`config.mk`:
```
export PLATFORM = sky130hd
export DESIGN_NAME = ifetch_buffer_flat
export DESIGN_NICKNAME = d
export VERILOG_FILES = /design/src/rtl/ifetch_buffer_if.sv /design/src/rtl/ifetch_buffer.sv /design/src/flat_wrapper.sv
export SDC_FILE = /design/constraint.sdc
export NUM_CORES = 1
export LEC_CHECK = 0
export CAP_MARGIN = 10
export CORE_MARGIN = 2
export CORE_UTILIZATION = 52
export DETAILED_ROUTE_END_ITERATION = 12
export PLACE_DENSITY = 0.83
export SLEW_MARGIN = 10
export SYNTH_ARGS = -nofsm -noshare
export SYNTH_HDL_FRONTEND = slang
export SYNTH_SLANG_ARGS = --single-unit
export TNS_END_PERCENT = 10
```
`constraint.sdc`:
```
create_clock -name CLK -period 6.3 [get_ports CLK]
set_input_delay 1.575 -clock CLK [delete_from_list [all_inputs] [get_ports CLK]]
set_output_delay 1.575 -clock CLK [all_outputs]
set_load 0.02 [all_outputs]
```
`src/rtl/ifetch_buffer_if.sv`:
```
// Fetch-stage bus bundle: PC handshake, instruction-memory req/ack port and
// the valid/ready instruction stream into decode.
interface ifetch_buffer_if #(
  parameter int AW = 32,
  parameter int DW = 32
);
  logic [AW-1:0] pcAddr;
  logic          flush;
  logic          pcStall;
  logic          imemReq;
  logic [AW-1:0] imemAddr;
  logic          imemAck;
  logic [DW-1:0] imemData;
  logic          instValid;
  logic          instReady;
  logic [DW-1:0] instr;
  logic [AW-1:0] instAddr;

  // Fetch stage side
  modport master (
    input  pcAddr, flush, imemAck, imemData, instReady,
    output pcStall, imemReq, imemAddr, instValid, instr, instAddr
  );

  // Environment side (PC stage, instruction memory, decode)
  modport slave (
    output pcAddr, flush, imemAck, imemData, instReady,
    input  pcStall, imemReq, imemAddr, instValid, instr, instAddr
  );
endinterface

```
`src/rtl/ifetch_buffer.sv`:
```
// Instruction fetch buffer: captures the PC address, runs one req/ack read at
// a time against instruction memory and queues returned words with their
// addresses for decode. A flush empties the queue and discards the word of
// any fetch still in flight.
//
// state | meaning
// IDLE  | no fetch outstanding; may capture a new PC address
// REQ   | imemReq high, waiting for the ack whose word will be queued
// DROP  | flushed while waiting; the returning word is thrown away
module ifetch_buffer #(
  parameter int DEPTH = 2,
  parameter int AW    = 32,
  parameter int DW    = 32
) (
  input  logic           CLK,
  input  logic           RST_N,
  ifetch_buffer_if.master bus
);

  localparam int PW = (DEPTH > 1) ? $clog2(DEPTH) : 1;
  localparam int CW = $clog2(DEPTH) + 1;

  typedef enum logic [1:0] {IDLE, REQ, DROP} state_t;

  state_t        state, state_nxt;
  logic          req;
  logic [AW-1:0] req_addr;
  logic [PW-1:0] wr_ptr, rd_ptr;
  logic [CW-1:0] count;
  logic [DW-1:0] data_q [DEPTH];
  logic [AW-1:0] addr_q [DEPTH];
  logic          valid, not_full, issue, push, pop;

  assign valid    = (count != '0);
  assign not_full = (count < CW'(DEPTH));
  assign issue    = (state == IDLE) && not_full && !bus.flush;
  // A flush cancels both the queueing of a returning word and a pop.
  assign push     = (state == REQ) && bus.imemAck && !bus.flush;
  assign pop      = valid && bus.instReady && !bus.flush;

  // Next-state selection; ack is only meaningful while a request is out.
  always_comb begin
    state_nxt = state;
    unique case (state)
      IDLE: if (issue) state_nxt = REQ;
      REQ: begin
        if (bus.imemAck)    state_nxt = IDLE;
        else if (bus.flush) state_nxt = DROP;
      end
      DROP: if (bus.imemAck) state_nxt = IDLE;
      default: state_nxt = IDLE;
    endcase
  end

  // State register.
  always_ff @(posedge CLK or negedge RST_N) begin
    if (!RST_N) state <= IDLE;
    else        state <= state_nxt;
  end

  // Memory request register; the request is held until acked, even across a flush.
  always_ff @(posedge CLK or negedge RST_N) begin
    if (!RST_N) begin
      req      <= 1'b0;
      req_addr <= '0;
    end else if (issue) begin
      req      <= 1'b1;
      req_addr <= bus.pcAddr;
    end else if (state != IDLE && bus.imemAck) begin
      req      <= 1'b0;
    end
  end

  // Queue pointers and occupancy; flush takes priority over push/pop.
  always_ff @(posedge CLK or negedge RST_N) begin
    if (!RST_N) begin
      wr_ptr <= '0;
      rd_ptr <= '0;
      count  <= '0;
    end else if (bus.flush) begin
      wr_ptr <= '0;
      rd_ptr <= '0;
      count  <= '0;
    end else begin
      if (push) wr_ptr <= wr_ptr + PW'(1);
      if (pop)  rd_ptr <= rd_ptr + PW'(1);
      case ({push, pop})
        2'b10:   count <= count + CW'(1);
        2'b01:   count <= count - CW'(1);
        default: count <= count;
      endcase
    end
  end

  // Queue storage; contents are only visible through the valid-gated outputs.
  always_ff @(posedge CLK) begin
    if (push) begin
      data_q[wr_ptr] <= bus.imemData;
      addr_q[wr_ptr] <= req_addr;
    end
  end

  assign bus.imemReq   = req;
  assign bus.imemAddr  = req_addr;
  assign bus.instValid = valid;
  assign bus.instr     = valid ? data_q[rd_ptr] : '0;
  assign bus.instAddr  = valid ? addr_q[rd_ptr] : '0;
  // PC holds unless its address is captured now or it is taking a redirect.
  assign bus.pcStall   = !RST_N || (!issue && !bus.flush);

endmodule

```
`src/flat_wrapper.sv`:
```
// flat-port wrapper written by rule: the top's interface ports become plain ports
module ifetch_buffer_flat 
#(
  parameter int DEPTH = 2,
  parameter int AW    = 32,
  parameter int DW    = 32
)
  (CLK, RST_N, bus_pcAddr, bus_flush, bus_imemAck, bus_imemData, bus_instReady, bus_pcStall, bus_imemReq, bus_imemAddr, bus_instValid, bus_instr, bus_instAddr);
  ifetch_buffer_if #(.AW(AW), .DW(DW)) bus_i ();
  input  logic CLK;
  input  logic RST_N;
  input wire logic [$bits(bus_i.pcAddr)-1:0] bus_pcAddr;
  input wire logic [$bits(bus_i.flush)-1:0] bus_flush;
  input wire logic [$bits(bus_i.imemAck)-1:0] bus_imemAck;
  input wire logic [$bits(bus_i.imemData)-1:0] bus_imemData;
  input wire logic [$bits(bus_i.instReady)-1:0] bus_instReady;
  output wire logic [$bits(bus_i.pcStall)-1:0] bus_pcStall;
  output wire logic [$bits(bus_i.imemReq)-1:0] bus_imemReq;
  output wire logic [$bits(bus_i.imemAddr)-1:0] bus_imemAddr;
  output wire logic [$bits(bus_i.instValid)-1:0] bus_instValid;
  output wire logic [$bits(bus_i.instr)-1:0] bus_instr;
  output wire logic [$bits(bus_i.instAddr)-1:0] bus_instAddr;
  assign bus_i.pcAddr = bus_pcAddr;
  assign bus_i.flush = bus_flush;
  assign bus_i.imemAck = bus_imemAck;
  assign bus_i.imemData = bus_imemData;
  assign bus_i.instReady = bus_instReady;
  assign bus_pcStall = bus_i.pcStall;
  assign bus_imemReq = bus_i.imemReq;
  assign bus_imemAddr = bus_i.imemAddr;
  assign bus_instValid = bus_i.instValid;
  assign bus_instr = bus_i.instr;
  assign bus_instAddr = bus_i.instAddr;
  ifetch_buffer #(.DEPTH(DEPTH), .AW(AW), .DW(DW)) u_core (.CLK(CLK), .RST_N(RST_N), .bus(bus_i));
endmodule
```
# Word level (Yosys, flattened, before mapping)
# Memory sizes are Yosys's and may differ from the RTL's.
# Index checks and enable logic that the tools add are counted.
[op_classes]
n_addsub = 4
n_reduce_logical = 20
n_mux = 17
magnitude_cmp = 1
n_eq_ne = 7
[op_table]
columns = ["operator", "count"]
rows = [
  ["$mux W32", 2],
  ["$mux W2", 5],
  ["$reduce_bool A2 Y1", 5],
  ["$logic_and A1 B1 Y1", 8],
  ["$mux W1", 8],
  ["$pmux W2 S3", 1],
  ["$eq A2 B1 Y1 const B", 2],
  ["$eq A2 B2 Y1 const B", 2],
  ["$pmux W2 S2", 1],
  ["$logic_not A1 Y1", 3],
  ["$ne A3 B3 Y1 const B", 1],
  ["$reduce_and A3 Y1", 1],
  ["$reduce_bool A3 Y1", 1],
  ["$add A1 B1 Y1 const B", 2],
  ["$add A2 B1 Y2 const B", 1],
  ["$logic_not A2 Y1", 1],
  ["$lt A2 B2 Y1 const B", 1],
  ["$ne A2 B1 Y1 const B", 1],
  ["$ne A2 B2 Y1 const B", 1],
  ["$sub A2 B1 Y2 const B", 1],
  ["$logic_or A1 B1 Y1", 1],
]
[word_totals]
reg_bits = 39
elab_cells = 57
n_memories = 2
inputBits = 69
output_inout_bits = 99
ram_bits = 128
[memory_table]
columns = ["memory", "depth", "word_bits", "read_ports", "rd_ports_with_merged_regs", "wr", "line_no", "source"]
rows = [
  ["u_core.addr_q", 2, 32, 1, 0, 1, "ifetch_buffer.sv:31", "logic [AW-1:0] addr_q [DEPTH];"],
  ["u_core.data_q", 2, 32, 1, 0, 1, "ifetch_buffer.sv:30", "logic [DW-1:0] data_q [DEPTH];"],
]

# Logic depth before layout (Yosys ltp)
# Gate-level depths: netlist of run 1.
[logic_depth]
depth_word = 6
mapped_depth = 5
ltp_nobuf = 3

# Worst setup path before layout of run 1
# Ideal clock, no wire load.
[synth_timing]
kind = "input -> register"
from = "input port bus_imemAck"
to = "memory u_core.addr_q[0][0] (enable)"
path_buffers = 0
required_ns = 5.814
path_slack_ns = 1.063
arrival_ns = 4.751
path_stages = 3
setup_ns = 0.486
path_cell_list = "nand3b_1 > or2_2 > nor2_1"
[synth_via]
elab_chain_cells = 4
[synth_lines]
columns = ["item", "line_no", "source"]
rows = [
  ["start: declaration", "flat_wrapper.sv:14", "input wire logic [$bits(bus_i.imemAck)-1:0] bus_imemAck;"],
  ["$logic_and A1 B1 Y1 (2 in series)", "ifetch_buffer.sv:38", "assign push = (state == REQ) && bus.imemAck && !bus.flush;"],
  ["$mux W1", "ifetch_buffer.sv:97", "if (push) begin"],
  ["$mux W1 (not written as such)", "ifetch_buffer.sv:99", "addr_q[wr_ptr] <= req_addr;"],
  ["end: declaration", "ifetch_buffer.sv:31", ""],
]
# No other way between the ends.

# Worst setup path in the final report of run 1
[layout_timing]
from = "input port bus_flush"
to = "output port bus_pcStall"
[layout_via]
elab_chain_cells = 5
[layout_lines]
columns = ["item", "line_no", "source"]
rows = [
  ["start: declaration", "flat_wrapper.sv:13", "input wire logic [$bits(bus_i.flush)-1:0] bus_flush;"],
  ["$logic_not A1 Y1 *", "ifetch_buffer.sv:36, ifetch_buffer.sv:109", ""],
  ["$logic_and A1 B1 Y1", "ifetch_buffer.sv:36", "assign issue = (state == IDLE) && not_full && !bus.flush;"],
  ["$logic_not A1 Y1", "ifetch_buffer.sv:109", "assign bus.pcStall = !RST_N || (!issue && !bus.flush);"],
  ["$logic_and A1 B1 Y1 *", "ifetch_buffer.sv:109", ""],
  ["$logic_or A1 B1 Y1 *", "ifetch_buffer.sv:109", ""],
  ["end: declaration", "flat_wrapper.sv:17", "output wire logic [$bits(bus_i.pcStall)-1:0] bus_pcStall;"],
]
# Every way passes the cells marked *; elsewhere a longest branch is shown, timed or not.

==> metrics, run 1 <==
CP max stage cell clkdlybuf4s50_1; worst-margin pin slew 1.128 ns; Post-DP HPWL 8148 um; initial drt markers 171; reg2reg start u_core.state[1]$_DFFE_PN0P_; hold_sp u_core.bus.imemAddr[10]$_DFFE_PN0P_; Clock transition at path regs 0.06 ns; Cell variety after synth 26; CTS resizes 0; kind of cell adding the most delay to the critical path buffers and inverters; GRT overflow 0; synthesis-stage register bit count 167; CTS tree done; clock buffer depth 2; final-stage net count 619; synthesized net count 448; min Tclk post-route 4.628 ns; worst r2r dst u_core.data_q[0][30]$_DFFE_PP_; post-synth top area cell edfxtp_1; Initial Utilization 53.20%; detailed-route wire length per cell 17.44 um; ranking of synthesized cells by area edfxtp_1 (60%), dfrtp_1 (15%), mux2i_1 (10%), mux2_2 (5.3%), nor2_1 (4.1%); Mapped Area 6390 um2; routed via count 3690; syn avg cell area 16.86 um2; crit path kind in2out; fin. max-slew vios 0; Top-Level Pins 168; Crit. End Element output port; area of the multi-input gates 1459 um2; residual DRC count 0; vias in the first global route 3807; DRT Pass-1 Iters 5; Hold Crit Class reg2reg; Syn Inst Count 379; Tcrit/Tclk final 73.45%; Post-Synth Simple-Gate Area 5.483%; hold endpoint u_core.addr_q[1][10]$_DFFE_PP_; clock sinks 167; largest family of logic cells by synthesized area multiplexers; yosys warns 0; final instance area 8792 um2; Reg area 4823 um2; Die Ht 114.9 um; VDD IR-drop max 0.2003 mV; root buffer cell clkbuf_16; DP Area 8182 um2; most frequent cell on the critical path clkdlybuf4s50_1; outcome finished clean; first-pass GRT wire length 19040 um; Post-CTS Hold Fix Bufs 0; CP max FO 9; initial antenna violation count 0; Vias/cell 5.197; filler cell count 774; Hold Crit Depth 0; sequential fraction of the synthesis area 75.43%; FMAX 0.2161 GHz; Final Setup Violations 0; Layout Cells excl Fill 710; Slew Limit Headroom 24.82%; cell total after placement 678; row cnt 40; RSZ-0062 raised after global routing no; post-place setup slack 1.690 ns; final count of hold timing violations 0; routability cong. 0.7471; worst endpoint required time 4.72 ns; TritonCTS Buffers 17; postcts setup bufs 0; largest net degree at the start of global routing 66; CP cell instances clkdlybuf4s50_1 > o21ai_0 > clkdlybuf4s50_1; final wirelength 12380 um; clock latency on the worst-skew pair 0.42 ns; depth of the most critical reg-to-reg path 4; Clock Skew 0.009408 ns; die area 13190 um2; crit path buf inv count 2; CP peak stage delay 0.63 ns; H-tree depth 4; XOR/XNOR share of the synthesized area 0.2741%; P&R area growth vs syn 37.60%; mux cell area share after synthesis 15.82%; complex-gate fraction of the synthesized area 0.9007%; Worst EP arrival 3.05 ns; Yosys top cell area share 60.15%; core area 12010 um2; antenna-violating nets left 0; leakage power 2.989 nW; setup_tns 0 ns; die width 114.9 um; type of origin of the critical path primary input; Post-Synth Adder-Cell Area 0%; share of cells above drive strength 1 12.97%; PwrDens 310.2 nW/um2; Setup WS post-layout 1.672 ns; antenna cells 0; # Max-Cap Violations 0; GRT Util Overall 19.31%; number of I/O port buffers 167; Worst R2R Setup Slack 3.48 ns
worst max path at each step:
stage                                         end  cells past startpoint        start
detailed placement                    bus_pcStall                      3    bus_flush
floorplan           u_core.addr_q[0][0]$_DFFE_PP_                      3  bus_imemAck
global placement                      bus_pcStall                      3    bus_flush
global route                          bus_pcStall                      3    bus_flush
CTS                                   bus_pcStall                      3    bus_flush
finish                                bus_pcStall                      3    bus_flush
state kept, by name, indices dropped and copies added (netlist names):
name and count:
u_core.bus.imemReq 1, u_core.state 2, u_core.rd_ptr 1, u_core.count 2, u_core.addr_q 64, u_core.bus.imemAddr 32
u_core.data_q 64, u_core.wr_ptr 1
synthesized netlist by cell type, drive strengths merged:
cell type    n
nor2        69
nand2b       2
or2          1
nand3b       3
clkbuf       2
nor3         2
a31oi        1
mux2i       65
nor4b        1
dfrtp       39
edfxtp     128
nor4         1
a2111oi      1
buf         18
inv          3
o21ai        4
nor2b        1
o21ba        1
a21o         1
xnor2        1
a21oi        1
mux2        32
nand2        1
xor2         1
metal layers:
metal	global-route usage, %	vias up	part of all wire, %
met5	0	-	0
met4	5.703	0	1.3
met3	7.327	16	7.6
met2	32.51	131	51
met1	23.41	1802	40
li1	-	1741	-
metrics by stage:
stage                     utilization, %  total power, mW  hold slack, ns
after floorplan                        -            1.525          0.5447
after global placement             68.11            1.719          0.4751
after detailed placement           68.11            1.732          0.4849
after CTS                          73.20            2.750          0.5025
after global routing               73.20            2.826          0.5197
final                              73.20            2.727          0.4992
power breakdown:
part           total [mW]  internal (mW)  leakage (nW)  switching, mW
clock network        1.02          0.625         0.297          0.394
registers            1.34           1.28          1.62         0.0675
logic               0.363          0.196          1.07          0.167
area by class of cell:
cell class | instances | area share [%]
clock inverter | 8 | 0.9819
tap | 147 | 2.092
multi-input combinational | 189 | 16.59
sequential | 167 | 54.86
inverter | 3 | 0.1281
clock buffer | 24 | 5.963
timing repair buffer | 172 | 19.38
cells by family after synthesis:
group,count (synthesis)
mux,97
buf+inv,23
compound gates,9
flops,167
simple gates,81
xor+xnor,2
cells in the final DEF, fill, tap and decap left out, drive strengths merged:
cell / n
xnor2: 1
nand2b: 2
o21ai: 4
mux2: 32
nor3: 2
nor4: 1
nor2: 69
buf: 6
edfxtp: 128
o21ba: 1
a2111oi: 1
bufinv: 1
nand2: 1
nor4b: 1
nand3b: 3
mux2i: 65
xor2: 1
nor2b: 1
clkbuf: 24
a21oi: 1
or2: 1
a31oi: 1
clkinv: 6
clkdlybuf4s50: 166
dfrtp: 39
a21o: 1
clkinvlp: 1
inv: 3
No activity file was read; power rests on OpenSTA's default activity.
==> run 2: changes to the inputs <==
Settings changed: CORE_UTILIZATION 52 to 48, PLACE_DENSITY 0.83 to 0.77.
Clock period 6.3 ns to 4.4 ns, I/O delays scaled along.
==> metrics, run 2 (synthesis gave the netlist of run 1 again) <==
Worst EP arrival 2.55 ns (was 3.05 ns); GRT Util Overall 18.22% (was 19.31%); Layout Cells excl Fill 742 (was 710); die width 119.4 um (was 114.9 um); clock latency on the worst-skew pair 0.42 ns (about the same); postcts setup bufs 0 (unchanged); DRT Pass-1 Iters 5 (unchanged); CP max stage cell dfrtp_4 (was clkdlybuf4s50_1); initial drt markers 239 (was 171); GRT overflow 0 (unchanged); Die Ht 119.4 um (was 114.9 um); commonest non-fill, non-tap cell in the layout clkdlybuf4s50_1 (unchanged); TritonCTS Buffers 17 (unchanged); P&R area growth vs syn 38.57% (was 37.60%); Post-CTS Hold Fix Bufs 0 (unchanged); clock buffer depth 2 (unchanged); residual DRC count 0 (unchanged); final count of hold timing violations 0 (unchanged); Initial Utilization 48.64% (was 53.20%); RSZ-0062 raised after global routing no (unchanged); Vias/cell 5.015 (was 5.197); antenna-violating nets left 0 (unchanged); Slew Limit Headroom 46.02% (was 24.82%); antenna cells 0 (unchanged); initial antenna violation count 0 (unchanged); largest net degree at the start of global routing 65 (was 66); vias in the first global route 3793 (was 3807); row cnt 42 (was 40); worst hold slack 0.4884 ns (was 0.4992 ns); routability cong. 0.7348 (was 0.7471); routed via count 3721 (was 3690); Top-Level Pins 168 (unchanged); CP peak stage delay 0.80 ns (was 0.63 ns); FMAX 0.2739 GHz; detailed-route wire length per cell 16.77 um (was 17.44 um); clock sinks 167 (unchanged); CP max FO 34 (was 9); outcome finished clean (unchanged); worst endpoint required time 3.30 ns (was 4.72 ns); first-pass GRT wire length 19420 um (was 19040 um); final wirelength 12440 um (was 12380 um); Final Util 67.40% (was 73.20%); Power Total 3.876 mW (was 2.727 mW); number of I/O port buffers 167 (unchanged); min Tclk post-route 3.651 ns; Post-DP HPWL 7981 um (was 8148 um); type of origin of the critical path register (was primary input); Clock Skew 0.007254 ns (was 0.009408 ns); Worst R2R Setup Slack 2.35 ns (was 3.48 ns); Crit. End Element output port (unchanged); crit path kind reg2out (was in2out); H-tree depth 4 (unchanged); cell total after placement 710 (was 678); final-stage net count 622 (was 619); leakage power 3.002 nW (was 2.989 nW); Tcrit/Tclk final 82.99%; PwrDens 437.7 nW/um2 (was 310.2 nW/um2); CTS tree done (unchanged); core area 13140 um2 (was 12010 um2); Hold Crit Class reg2reg (unchanged); # Max-Cap Violations 0 (unchanged); CP cell instances buf_12 > mux2i_1 > nor2_1 > clkdlybuf4s50_1 (was clkdlybuf4s50_1 > o21ai_0 > clkdlybuf4s50_1); Final Setup Violations 0 (unchanged); VDD IR-drop max 0.2651 mV (was 0.2003 mV); CTS resizes 0 (unchanged); most frequent cells in the layout clkdlybuf4s50_1 (166), edfxtp_1 (128), nor2_1 (66) (unchanged); worst-margin pin slew 0.8078 ns (was 1.128 ns); die area 14250 um2 (was 13190 um2); share of cells above drive strength 1 12.90% (was 12.97%); setup_tns 0 ns (unchanged); filler cell count 902 (was 774); Clock transition at path regs 0.06 ns (about the same); fin. max-slew vios 0 (unchanged); root buffer cell clkbuf_16 (unchanged)
-- run 2: stage by stage --
stage / area (um2) / worst slack [ns]
after floorplan: 6390 / -0.3619
after global placement: 8278 / 0.7851
final: 8855 / 0.7486
after global routing: 8855 / 0.5990
after detailed placement: 8278 / 0.7819
after CTS: 8855 / 0.7347
-- run 2: worst max-delay path: cells and delay by family (launching register included) --
family                 cells  cell delay (ns)
and+or+nand+nor            1             0.20
buffers and inverters      2             0.98
DFF                        1             0.80
muxes                      1             0.11
-- run 2: per-layer routing --
metal,wire (um),global-route usage (%)
met1,5179,22.26
met2,6252,29.99
met3,815,6.178
met4,194,7.206
met5,0,0
-- run 2: layout make-up --
type	instances	area, um2	share of cell area, %
clock inverters	9	98.84	1.116
inverters	3	11.26	0.1272
well taps	176	220.2	2.487
clock buffers	23	478.0	5.398
repair buffers	175	1764	19.92
multi-input cells	189	1459	16.48
flip-flops and latches	167	4823	54.47
-- run 2: worst paths after layout --
kind | start | end | depth (start not counted)
max in group asynchronous | RST_N | u_core.rd_ptr$_DFFE_PN0P_ | 2
hold reg to reg | u_core.bus.imemReq$_DFFE_PN0P_ | u_core.bus.imemReq$_DFFE_PN0P_ | 1
setup / recovery | u_core.rd_ptr$_DFFE_PN0P_ | bus_instAddr[17] | 4
setup reg to reg | u_core.state[1]$_DFFE_PN0P_ | u_core.data_q[0][20]$_DFFE_PP_ | 4
hold / removal | u_core.bus.imemReq$_DFFE_PN0P_ | u_core.bus.imemReq$_DFFE_PN0P_ | 1
min in group asynchronous | RST_N | u_core.bus.imemAddr[7]$_DFFE_PN0P_ | 2
-- run 2: power by group --
group / switching (mW) / internal [mW] / leakage, nW
clock: 0.555 / 0.876 / 0.282
sequential: 0.0816 / 1.83 / 1.62
combinational: 0.250 / 0.285 / 1.10
